`config.mk`:
```
export PLATFORM = sky130hd
export DESIGN_NAME = sap_core
export DESIGN_NICKNAME = d
export VERILOG_FILES = /design/src/rtl/sap_core.sv
export SDC_FILE = /design/constraint.sdc
export NUM_CORES = 1
export LEC_CHECK = 0
export BUFFER_PORTS_ARGS = -buffer_cell sky130_fd_sc_hd__buf_2
export CAP_MARGIN = 25
export CELL_PAD_IN_SITES_DETAIL_PLACEMENT = 1
export CELL_PAD_IN_SITES_GLOBAL_PLACEMENT = 1
export CORE_ASPECT_RATIO = 0.7
export CORE_MARGIN = 5
export CORE_UTILIZATION = 40
export CTS_BUF_LIST = sky130_fd_sc_hd__clkbuf_8
export DETAILED_ROUTE_END_ITERATION = 16
export GPL_TIMING_DRIVEN = 0
export PLACE_DENSITY = 0.78
export SLEW_MARGIN = 10
export SYNTH_ARGS = -nofsm -noshare
export SYNTH_HDL_FRONTEND = slang
export SYNTH_SLANG_ARGS = --single-unit
```
`constraint.sdc`:
```
create_clock -name clk -period 4.8 [get_ports clk]
set_clock_uncertainty 0.1 [all_clocks]
set_input_delay 0.24 -clock clk [delete_from_list [all_inputs] [get_ports clk]]
set_output_delay 0.24 -clock clk [all_outputs]
set_load 0.01 [all_outputs]
```
`src/rtl/sap_core.sv`:
```
// sap_core: parametrised accumulator CPU with handshaked memory and UART-send ports.
//
// One posedge control FSM (FETCH / EXEC / TXWAIT / HALT) runs a 4-bit-opcode ISA.
// Operands are the low DATA_WIDTH-4 bits of the instruction word.
//
// Ports:
//   clk, rst_n   clock and asynchronous active-low reset
//   mem_addr     memory address (combinational from state, PC and IR)
//   mem_req      memory access requested this cycle
//   mem_we       write qualifier, only meaningful with mem_req
//   mem_wdata    write data (accumulator)
//   mem_rdata    read data, valid when mem_ready
//   mem_ready    access completes in a cycle where mem_req && mem_ready
//   out_data     LED register
//   out_strobe   one-cycle pulse while out_data shows a freshly written value
//   tx_data      byte to send (accumulator)
//   tx_valid     send request, held until tx_ready
//   tx_ready     UART accepts when tx_valid && tx_ready
//   halted       core stopped
//   illegal      core stopped on an undefined opcode
//
// DATA_WIDTH must be at least 6 and OUT_WIDTH must not exceed DATA_WIDTH.
module sap_core #(
  parameter int unsigned DATA_WIDTH = 8,
  parameter int unsigned OUT_WIDTH  = 5
) (
  input  logic                  clk,
  input  logic                  rst_n,
  output logic [DATA_WIDTH-5:0] mem_addr,
  output logic                  mem_req,
  output logic                  mem_we,
  output logic [DATA_WIDTH-1:0] mem_wdata,
  input  logic [DATA_WIDTH-1:0] mem_rdata,
  input  logic                  mem_ready,
  output logic [OUT_WIDTH-1:0]  out_data,
  output logic                  out_strobe,
  output logic [DATA_WIDTH-1:0] tx_data,
  output logic                  tx_valid,
  input  logic                  tx_ready,
  output logic                  halted,
  output logic                  illegal
);

  localparam int unsigned ADDR_WIDTH = DATA_WIDTH - 4;

  localparam logic [3:0] OpNop  = 4'd0;
  localparam logic [3:0] OpLda  = 4'd1;
  localparam logic [3:0] OpAdd  = 4'd2;
  localparam logic [3:0] OpSub  = 4'd3;
  localparam logic [3:0] OpSta  = 4'd4;
  localparam logic [3:0] OpOut  = 4'd5;
  localparam logic [3:0] OpJmp  = 4'd6;
  localparam logic [3:0] OpLdi  = 4'd7;
  localparam logic [3:0] OpJc   = 4'd8;
  localparam logic [3:0] OpSnda = 4'd9;
  localparam logic [3:0] OpJz   = 4'd10;
  localparam logic [3:0] OpHlt  = 4'd15;

  typedef enum logic [1:0] {
    StFetch,
    StExec,
    StTxWait,
    StHalt
  } state_e;

  state_e                  state_q;
  logic [ADDR_WIDTH-1:0]   pc_q;
  logic [DATA_WIDTH-1:0]   ir_q;
  logic [DATA_WIDTH-1:0]   a_q;
  logic                    c_q;
  logic                    z_q;
  logic [OUT_WIDTH-1:0]    out_data_q;
  logic                    out_strobe_q;
  logic                    illegal_q;

  logic [3:0]              opcode;
  logic [ADDR_WIDTH-1:0]   operand;
  logic [DATA_WIDTH:0]     add_res;
  logic [DATA_WIDTH:0]     sub_res;
  logic                    req_raw;
  logic                    we_raw;

  assign opcode  = ir_q[DATA_WIDTH-1 -: 4];
  assign operand = ir_q[ADDR_WIDTH-1:0];

  // Carry out of the subtract is the inverted borrow: C=1 means A >= rdata.
  assign add_res = {1'b0, a_q} + {1'b0, mem_rdata};
  assign sub_res = {1'b0, a_q} + {1'b0, ~mem_rdata} + (DATA_WIDTH + 1)'(1);

  // Memory request decode, purely from state and PC/IR so it is stable across waits.
  always_comb begin
    req_raw  = 1'b0;
    we_raw   = 1'b0;
    mem_addr = pc_q;
    unique case (state_q)
      StFetch: begin
        req_raw = 1'b1;
      end
      StExec: begin
        case (opcode)
          OpLda, OpAdd, OpSub: begin
            req_raw  = 1'b1;
            mem_addr = operand;
          end
          OpSta: begin
            req_raw  = 1'b1;
            we_raw   = 1'b1;
            mem_addr = operand;
          end
          default: ;
        endcase
      end
      default: ;
    endcase
  end

  // Gating with rst_n drops requests the moment reset asserts, even though the
  // reset state is FETCH.
  assign mem_req    = req_raw & rst_n;
  assign mem_we     = we_raw & rst_n;
  assign mem_wdata  = a_q;
  assign tx_data    = a_q;
  assign tx_valid   = (state_q == StTxWait);
  assign halted     = (state_q == StHalt);
  assign illegal    = illegal_q;
  assign out_data   = out_data_q;
  assign out_strobe = out_strobe_q;

  always_ff @(posedge clk or negedge rst_n) begin
    if (!rst_n) begin
      state_q      <= StFetch;
      pc_q         <= '0;
      ir_q         <= '0;
      a_q          <= '0;
      c_q          <= 1'b0;
      z_q          <= 1'b0;
      out_data_q   <= '0;
      out_strobe_q <= 1'b0;
      illegal_q    <= 1'b0;
    end else begin
      out_strobe_q <= 1'b0;
      unique case (state_q)
        StFetch: begin
          if (mem_ready) begin
            ir_q    <= mem_rdata;
            pc_q    <= pc_q + ADDR_WIDTH'(1);
            state_q <= StExec;
          end
        end
        StExec: begin
          state_q <= StFetch;
          case (opcode)
            OpNop: ;
            OpLda: begin
              if (mem_ready) begin
                a_q <= mem_rdata;
                z_q <= (mem_rdata == '0);
              end else begin
                state_q <= StExec;
              end
            end
            OpAdd: begin
              if (mem_ready) begin
                {c_q, a_q} <= add_res;
                z_q        <= (add_res[DATA_WIDTH-1:0] == '0);
              end else begin
                state_q <= StExec;
              end
            end
            OpSub: begin
              if (mem_ready) begin
                {c_q, a_q} <= sub_res;
                z_q        <= (sub_res[DATA_WIDTH-1:0] == '0);
              end else begin
                state_q <= StExec;
              end
            end
            OpSta: begin
              if (!mem_ready) begin
                state_q <= StExec;
              end
            end
            OpOut: begin
              out_data_q   <= a_q[OUT_WIDTH-1:0];
              out_strobe_q <= 1'b1;
            end
            OpJmp: begin
              pc_q <= operand;
            end
            OpLdi: begin
              a_q <= {4'b0000, operand};
              z_q <= (operand == '0);
            end
            OpJc: begin
              if (c_q) begin
                pc_q <= operand;
              end
            end
            OpSnda: begin
              state_q <= StTxWait;
            end
            OpJz: begin
              if (z_q) begin
                pc_q <= operand;
              end
            end
            OpHlt: begin
              state_q <= StHalt;
            end
            default: begin
              state_q   <= StHalt;
              illegal_q <= 1'b1;
            end
          endcase
        end
        StTxWait: begin
          if (tx_ready) begin
            state_q <= StFetch;
          end
        end
        StHalt: ;
        default: state_q <= StHalt;
      endcase
    end
  end

endmodule
```
# Yosys cells after proc, flatten, opt, wreduce, memory -nomap -nowiden
# Cells that the tools add are included.
# totals
regBits	31
inputBits	12
out_inout_bits	31
word_cells	88
# classes
addsub	4
eq_ne	22
mux	29
bitwise_logic	4
reduce_logical	20
# ops
operator	count
$pmux 8 s4	1
$logic_not 8->1	3
$mux 8	3
$mux 4	5
$add 8x8->9	2
$eq 4x3->1 const B	4
$eq 4x4->1 const B	4
$pmux 2 s3	2
$pmux 4 s3	1
$reduce_or 12->1	1
$mux 1	11
$reduce_and 5->1	2
$add 9x1->9 const B	1
$eq 4x2->1 const B	2
$logic_not 4->1	2
$ne 2x2->1 const B	4
$not 8->8	1
$pmux 4 s2	1
$ne 3x3->1 const B	2
$reduce_and 2->1	3
$reduce_or 6->1	1
$add 4x1->4 const B	1
$eq 2x2->1 const B	2
$eq 4x1->1 const B	1
15 further kinds	19

# Longest topological paths before layout
# Gate-level depths: netlist (run 1).
# depth
ltp_word	6
depth_mapped	10

# Worst setup path before layout (run 1)
# Ideal clock, no wire load.
# synth_timing
path_type	reg2reg
from	reg a_q[0] (netlist: mem_wdata[0])
to	reg z_q
arrival_ns	2.218
path_slack_ns	2.405
stages_incl_launch_ff	11
period_less_slack_ns	2.395
cell_sequence	dfrtp_1 inv_1 ha_1 fa_1 nor2b_1 o21a_1 nor2_1 xor2_1 nand3_1 or4_1 o21ai_1
# synth_via
elab_chain_len	5
elab_cells_between_ends	8
cone_classes	add/sub: 3; mux: 3; reduce/logical: 2
# synth_lines
item	line	source
from (decl)	69	logic [DATA_WIDTH-1:0] a_q;
from (signal assigned)	156	a_q <= mem_rdata;
from (signal assigned)	164	{c_q, a_q} <= add_res;
from (signal assigned)	172	{c_q, a_q} <= sub_res;
$add 8x8->9	88	assign sub_res = {1'b0, a_q} + {1'b0, ~mem_rdata} + (DATA_WIDTH + 1)'(1);
$add 9x1->9	88	
$logic_not 8->1	173	z_q <= (sub_res[DATA_WIDTH-1:0] == '0);
$mux 1	171	if (mem_ready) begin
$pmux 1 s4 *	152	case (opcode)
to (signal assigned)	157	z_q <= (mem_rdata == '0);
to (signal assigned)	165	z_q <= (add_res[DATA_WIDTH-1:0] == '0);
to (signal assigned)	173	
to (decl)	71	logic z_q;
# Mark *: on every way between the ends. The rest lies on a longest branch, timed or not. The select of a mux whose other input is x is not followed.
# A chain may end at the register's enable or synchronous reset.

# Final worst setup path (run 1)
# Same ends and word-level chain as after synthesis.

==> out/metrics.cfg, run 1 <==
[status]
status = finished, final reports clean

[floorplanning]
dieWidth_um = 104
die_y_um = 76.0
ios = 43
dieArea_sq_mm = 0.00793
initial_core_util_pct = 40.7
row_count = 24
core_area_sq_mm = 0.00613

[power_and_ir_drop]
clkPwrFrac_pct = 13.5
sw_frac_of_total_pct = 47.3
p_comb_share_pct = 62.0
ir_drop_v = 0.000322
p_int_mw = 1.11
switching_power_mw = 0.996
power_leakage_nw = 1.38
p_per_area_mw_per_mm2 = 719
p_seq_share_pct = 24.5

[worst_setup_path]
r2r_slack_ns = 2.12
worst_r2r_path_depth = 10
slowest_delay_ns = 0.49
crit_arrival_ns = 2.81
path_cells = inv_1 -> ha_1 -> fa_1 -> nor2b_1 -> o21a_1 -> o21ai_1 -> a21oi_1 -> a211oi_1 -> or4_1 -> o21ai_1
rr_startpoint = mem_wdata[0]
crit_path_start_kind = flip-flop
cp_common_cell = o21ai_1
cp_data_required_time_ns = 4.93
path_max_fanout = 5
r2r-end = z_q
endpoint_kind = flip-flop
slowest_stage = or4_1
worstSetupPathType = reg -> reg

[routing]
wire_per_inst_um = 17.4
dr.pass1.iters = 4
drc_errors = 0
via_per_inst = 5.46
drt_wl_total_mm = 7.19
num_vias = 2254
initialDrtViolationCount = 114
ant_nets = 0

[clock_network]
cts_root_buf = clkbuf_8
cts_buffers = 5
cts_tree = done
cts.htree.levels = 2
postCtsSetupBuffers = 0
cts_buffer_depth = 2
clk_latency_ns = 0.30
cts_num_sinks = 31
path_clk_slew_ns = 0.07

[grt]
grt_first_pass_wirelength_mm = 12.1
grt_max_degree = 34
grt_pass1_vias = 2392
antenna_found_initial = 0
grt_usage_pct = 18.6
grt-ovfl-total = 0

[min_path]
hold_depth = 3
min_path_type = in -> reg
holdPathEnd = ir_q[6]
min_from = mem_rdata[6]

[final_layout]
area_growth_pct = 17.5
diodes = 0
layout.cells.non_filler = 413
nets = 370
drive_gt1_share_pct = 20.9

[yosys]
ys_ff_latch = 31
synthFlopType = dfrtp_1
yosysWarnings = 0
yosysTopAreaCellShare_pct = 31.1
synth.largest_area_cell = dfrtp_1
yosysSeqAreaShare_pct = 31.1
synth_cell_type_count = 59
ys_top_cells_by_area = dfrtp_1 (31%), ha_1 (11%), nand2_1 (5.0%)
netlist_instances = 284
ys_async_sr_fraction_pct = 100
synth_edf_count = 0
postSynthAreaPerCell_sq_um = 8.77
synth_common_cells = nand2_1 (33), dfrtp_1 (31), ha_1 (22)
mappedNetlistNets = 320
synth_most_common_cell = nand2_1
syn_area_sq_mm = 0.00249

[timing]
min_period_ns = 2.68
drv_slew = 0
worst_pin_slew_ns = 0.875
rsz0062_at_grt = false
worst_slew_margin_rel_pct = 41.6
max_freq_mhz = 373
fin_crit_sh_pct = 55.9
finalSetupTns_ns = 0
hold_slack_ns = 0.167
setup_violations = 0
hold_viol = 0

[flow_run]
cap_violations = 0

[placement]
place.gp.congestion = 0.867
io_buffers = 42
dp.cells = 404
hpwl_mm = 5.61

[cell usage in the layout, fill, tap and decap left out, types with 4 or more instances in the layout]
master,count
nand3_1,7
nand2_1,33
nor3_1,6
o21ai_0,16
clkbuf_8,6
inv_1,19
buf_2,44
mux2i_1,5
o21ai_1,7
buf_4,8
xnor2_1,10
a21oi_1,11
a31oi_1,4
dfrtp_1,31
nor4_1,5
nand2b_1,6
nor2b_1,7
clkbuf_1,7
nor2_1,14
ha_1,22
mux2_1,4
[routing by layer]
layer | vias up | global-route usage, % | wire, um
met1 | 1083 | 27.4 | 3570
met3 | 5 | 4.06 | 483
li1 | 1101 | - | -
met2 | 65 | 27.6 | 3070
met5 | - | 0 | 0
met4 | 0 | 4.66 | 66
[state kept, by name, summed over array words and instances, names as in the netlist]
name        flops
out_data        5
mem_wdata       8
out_strobe      1
c_q             1
pc_q            4
illegal         1
ir_q            8
state_q         2
z_q             1
[logic make-up after synthesis]
family	share of synthesized area (%)
xor gates and xnor gates	4.57
and+or+nand+nor	19.6
muxes	4.87
buffers and inverters	7.79
DFF	31.1
AOI/OAI and AO/OA	19.3
adders and majority gates	12.7
[through the flow]
stage               cell area [sq um]  setup slack, ns  power (mW)  util, %
detailed placement               2800             2.12        1.82     45.7
global placement                 2800             2.17        1.77     45.7
floorplan                        2490             2.41        1.43        -
CTS                              2930             2.09        2.12     47.8
global route                     2930             1.93        2.29     47.8
finish                           2930             2.12        2.10     47.8
[timing repair]
action | 4_1_cts | 5_1_grt
endpoints found under the hold margin | 31 | 0
hold buffers | 1 | 0
resized for setup | 0 | 0
setup endpoints to repair | 0 | 0
[worst max path at each step]
stage	startpoint	endpoint	slack [ns]	depth (start not counted)
finish	mem_wdata[0]	z_q	2.12	10
global route	mem_wdata[0]	mem_wdata[6]	1.93	9
CTS	mem_wdata[0]	mem_wdata[6]	2.09	9
detailed placement	mem_wdata[0]	mem_wdata[6]	2.12	9
global placement	mem_wdata[0]	mem_wdata[6]	2.17	9
floorplan	mem_wdata[0]	z_q	2.41	10
[power by group through the flow]
stage	registers [mW]	logic, mW	clock network [mW]
4_1_cts	0.519	1.31	0.288
5_1_grt	0.544	1.45	0.299
6_report	0.516	1.31	0.284
3_3_place_gp	0.514	1.25	0
3_5_place_dp	0.523	1.30	0
2_1_floorplan	0.514	0.912	0
[cell type report]
class | count | area (sq um)
Sequential cell | 31 | 776
Inverter | 19 | 71.3
Clock inverter | 2 | 35.0
Fill cell | 744 | 3200
Tap cell | 78 | 97.6
Timing Repair Buffer | 43 | 220
Multi-Input combinational cell | 214 | 1520
Buffer | 20 | 123
Clock buffer | 6 | 82.6
[critical path, delay by kind of cell, from the launching register on]
family | cells | cell delay (ns)
compound gates | 5 | 0.72
fa+ha+maj | 2 | 0.65
buf+inv | 1 | 0.10
flops | 1 | 0.41
simple gates | 2 | 0.63
Note: power is estimated with default switching activity, not from simulation.
==> run 2: changes to the inputs <==
--- a/config.mk
+++ b/config.mk
@@ -5,6 +5,7 @@
 export SDC_FILE = /design/constraint.sdc
 export NUM_CORES = 1
 export LEC_CHECK = 0
+export ABC_AREA = 1
 export BUFFER_PORTS_ARGS = -buffer_cell sky130_fd_sc_hd__buf_2
 export CAP_MARGIN = 25
 export CELL_PAD_IN_SITES_DETAIL_PLACEMENT = 1
@@ -15,7 +16,7 @@
 export CTS_BUF_LIST = sky130_fd_sc_hd__clkbuf_8
 export DETAILED_ROUTE_END_ITERATION = 16
 export GPL_TIMING_DRIVEN = 0
-export PLACE_DENSITY = 0.78
+export PLACE_DENSITY = 0.82
 export SLEW_MARGIN = 10
 export SYNTH_ARGS = -nofsm -noshare
 export SYNTH_HDL_FRONTEND = slang
==> constraint.sdc (replaced) <==
create_clock -name clk -period 2.6 [get_ports clk]
set_clock_uncertainty 0.1 [all_clocks]
set_input_delay 0.13 -clock clk [delete_from_list [all_inputs] [get_ports clk]]
set_output_delay 0.13 -clock clk [all_outputs]
set_load 0.01 [all_outputs]
==> out/metrics.cfg, run 2 <==
[yosys]
ys_top_cells_by_area = dfrtp_1 (30%), nand2_1 (16%), ha_1 (11%)
ys_async_sr_fraction_pct = 100  ; unchanged
yosysSeqAreaShare_pct = 30.0  ; -1.2 points
synth_edf_count = 0  ; unchanged
mappedNetlistNets = 419  ; +31%
synth_common_cells = nand2_1 (109), inv_1 (58), dfrtp_1 (31)
synth.largest_area_cell = dfrtp_1
syn_area_sq_mm = 0.00259  ; +3.9%
synth_cell_type_count = 35  ; -41%
ys_ff_latch = 31  ; unchanged
yosysTopAreaCellShare_pct = 30.0  ; -1.2 points
yosysWarnings = 0  ; unchanged
postSynthAreaPerCell_sq_um = 6.76  ; -23%
netlist_instances = 383  ; +35%
synth_most_common_cell = nand2_1
synthFlopType = dfrtp_1

[routing]
initialDrtViolationCount = 113  ; -0.88%
via_per_inst = 5.26  ; -3.6%
num_vias = 2695  ; +20%
wire_per_inst_um = 16.1  ; -7.4%
drc_errors = 0  ; unchanged
ant_nets = 0  ; unchanged
dr.pass1.iters = 4  ; unchanged
drt_wl_total_mm = 8.25  ; +15%

[floorplanning]
initial_core_util_pct = 41.4  ; +0.78 points
ios = 43  ; unchanged
die_y_um = 77.3  ; +1.7%
dieArea_sq_mm = 0.00821  ; +3.5%
core_area_sq_mm = 0.00625  ; +2.0%
dieWidth_um = 106  ; +1.8%
row_count = 24  ; unchanged

[grt]
grt-ovfl-total = 0  ; unchanged
antenna_found_initial = 0  ; unchanged
grt_max_degree = 34  ; unchanged
grt_pass1_vias = 2875  ; +20%
grt_first_pass_wirelength_mm = 13.9  ; +15%
grt_usage_pct = 21.1  ; +2.4 points

[timing]
rsz0062_at_grt = false
min_period_ns = 2.22
worst_slack_ns = 0.377  ; -1.74 ns
fin_crit_sh_pct = 85.5
finalSetupTns_ns = 0  ; unchanged
worst_pin_slew_ns = 0.752  ; -0.123 ns
hold_slack_ns = 0.0963  ; -0.0710 ns
worst_slew_margin_rel_pct = 49.9  ; +8.3 points
setup_violations = 0  ; unchanged
hold_viol = 0  ; unchanged
drv_slew = 0  ; unchanged
max_freq_mhz = 450

[placement]
placed_area_sq_mm = 0.00290  ; +3.5%
dp_slack_ns = 0.479  ; -1.65 ns
hpwl_mm = 6.56  ; +17%
io_buffers = 42  ; unchanged
dp.cells = 503  ; +25%
place.gp.congestion = 0.842  ; -2.9%

[clock_network]
cts_root_buf = clkbuf_8
cts_num_sinks = 31  ; unchanged
postCtsSetupBuffers = 0  ; unchanged
path_clk_slew_ns = 0.08  ; about the same
cts_buffers = 5  ; unchanged
cts_buffer_depth = 2  ; unchanged
cts.htree.levels = 2  ; unchanged
clk_latency_ns = 0.29  ; about the same
cts_tree = done

[power_and_ir_drop]
switching_power_mw = 2.05  ; +110%
p_seq_share_pct = 24.6  ; about the same
clkPwrFrac_pct = 12.9  ; -0.6 points
power_leakage_nw = 1.68  ; +21%
p_int_mw = 1.90  ; +72%
p_total_mw = 3.95  ; +88%
p_per_area_mw_per_mm2 = 1310  ; +82%
ir_drop_v = 0.000427  ; +33%
sw_frac_of_total_pct = 51.8  ; +4.5 points
p_comb_share_pct = 62.5  ; +0.5 points

[worst_setup_path]
crit_arrival_ns = 1.99  ; -0.82 ns
crit_path_start_kind = flip-flop
path_max_fanout = 10  ; +5
cp_top_family = buffers and inverters
path_cells = inv_1 -> ha_1 -> clkbuf_2 -> nand3_1 -> nand2_1 -> nand2_1 -> o21ai_0 -> buf_2
worstSetupPathType = reg -> out
endpoint_kind = primary output
cp_common_cell = nand2_1
slowest_stage = dfrtp_1
crit_buf_inv = 3  ; +2
slowest_delay_ns = 0.40  ; -0.09 ns
cp_data_required_time_ns = 2.37  ; -2.56 ns

[final_layout]
final_common_cell = nand2_1
n_fill_cell = 864  ; +16%
drive_gt1_share_pct = 17.1  ; -3.8 points
nets = 469  ; +27%
diodes = 0  ; unchanged
final_core_util_pct = 48.4  ; +0.66 points
fin_area_sq_mm = 0.00303  ; +3.4%
layout.cells.non_filler = 512  ; +24%
area_growth_pct = 16.9
final_cell_mix = nand2_1 (109), inv_1 (58), buf_2 (46)

[flow_run]
cap_violations = 0  ; unchanged

[min_path]
min_path_type = in -> reg

[status]
status = finished, final reports clean

run 2: final timing paths:
kind / cells after the start / end / start / slack, ns
min in group asynchronous: 2 / out_data[0] / rst_n / 0.34
max reg2reg: 13 / z_q / mem_wdata[0] / 0.44
min: 3 / ir_q[0] / mem_rdata[0] / 0.1
min reg2reg: 2 / out_data[1] / out_data[1] / 0.38
max: 8 / mem_addr[1] / state_q[1] / 0.38
max in group asynchronous: 2 / mem_wdata[6] / rst_n / 1.56
run 2: layout make-up:
type | count | area, sq um | area share (%)
Timing Repair Buffer | 43 | 220 | 7.28
Tap cell | 78 | 97.6 | 3.23
Clock inverter | 2 | 35.0 | 1.16
Inverter | 64 | 240 | 7.94
Clock buffer | 6 | 82.6 | 2.73
Multi-Input combinational cell | 274 | 1490 | 49.1
Sequential cell | 31 | 776 | 25.6
Buffer | 14 | 88.8 | 2.94
run 2: cells by family (layout without fill, tap and decap cells):
| family | count (synthesis) | count (layout) | synth area share, % |
|---|---|---|---|
| AND/OR/NAND/NOR | 176 | 176 | 28.6 |
| buffers and inverters | 78 | 129 | 12.7 |
| AO/OA/AOI/OAI | 72 | 72 | 16.0 |
| flip-flops | 31 | 31 | 30.0 |
| adder cells (fa/ha/maj) | 24 | 24 | 12.2 |
| XOR/XNOR | 2 | 2 | 0.677 |
run 2: per-layer routing:
| layer | GRT usage (%) | wire length, um |
|---|---|---|
| met5 | 0 | 0 |
| met4 | 4.92 | 85 |
| met3 | 5.45 | 520 |
| met2 | 33.8 | 3590 |
| met1 | 28.5 | 4060 |
run 2: power groups by stage:
| stage | combinational [mW] | clock [mW] | sequential [mW] |
|---|---|---|---|
| 3_3_place_gp | 2.35 | 0 | 0.955 |
| 4_1_cts | 2.48 | 0.520 | 0.972 |
| 3_5_place_dp | 2.44 | 0 | 0.976 |
| 5_1_grt | 2.80 | 0.538 | 1.01 |
| 6_report | 2.47 | 0.512 | 0.971 |
| 2_1_floorplan | 1.67 | 0 | 0.951 |
run 2: timing repair:
action	in CTS	in global routing
hold endpoints to repair	31	0
hold buffers	1	0
setup endpoints to repair	0	2
resized for setup	0	1
run 2: worst min-delay path, delay by kind of cell:
family | cells | cell delay [ns]
buffers and inverters | 2 | 0.23
AOI/OAI and AO/OA | 1 | 0.09
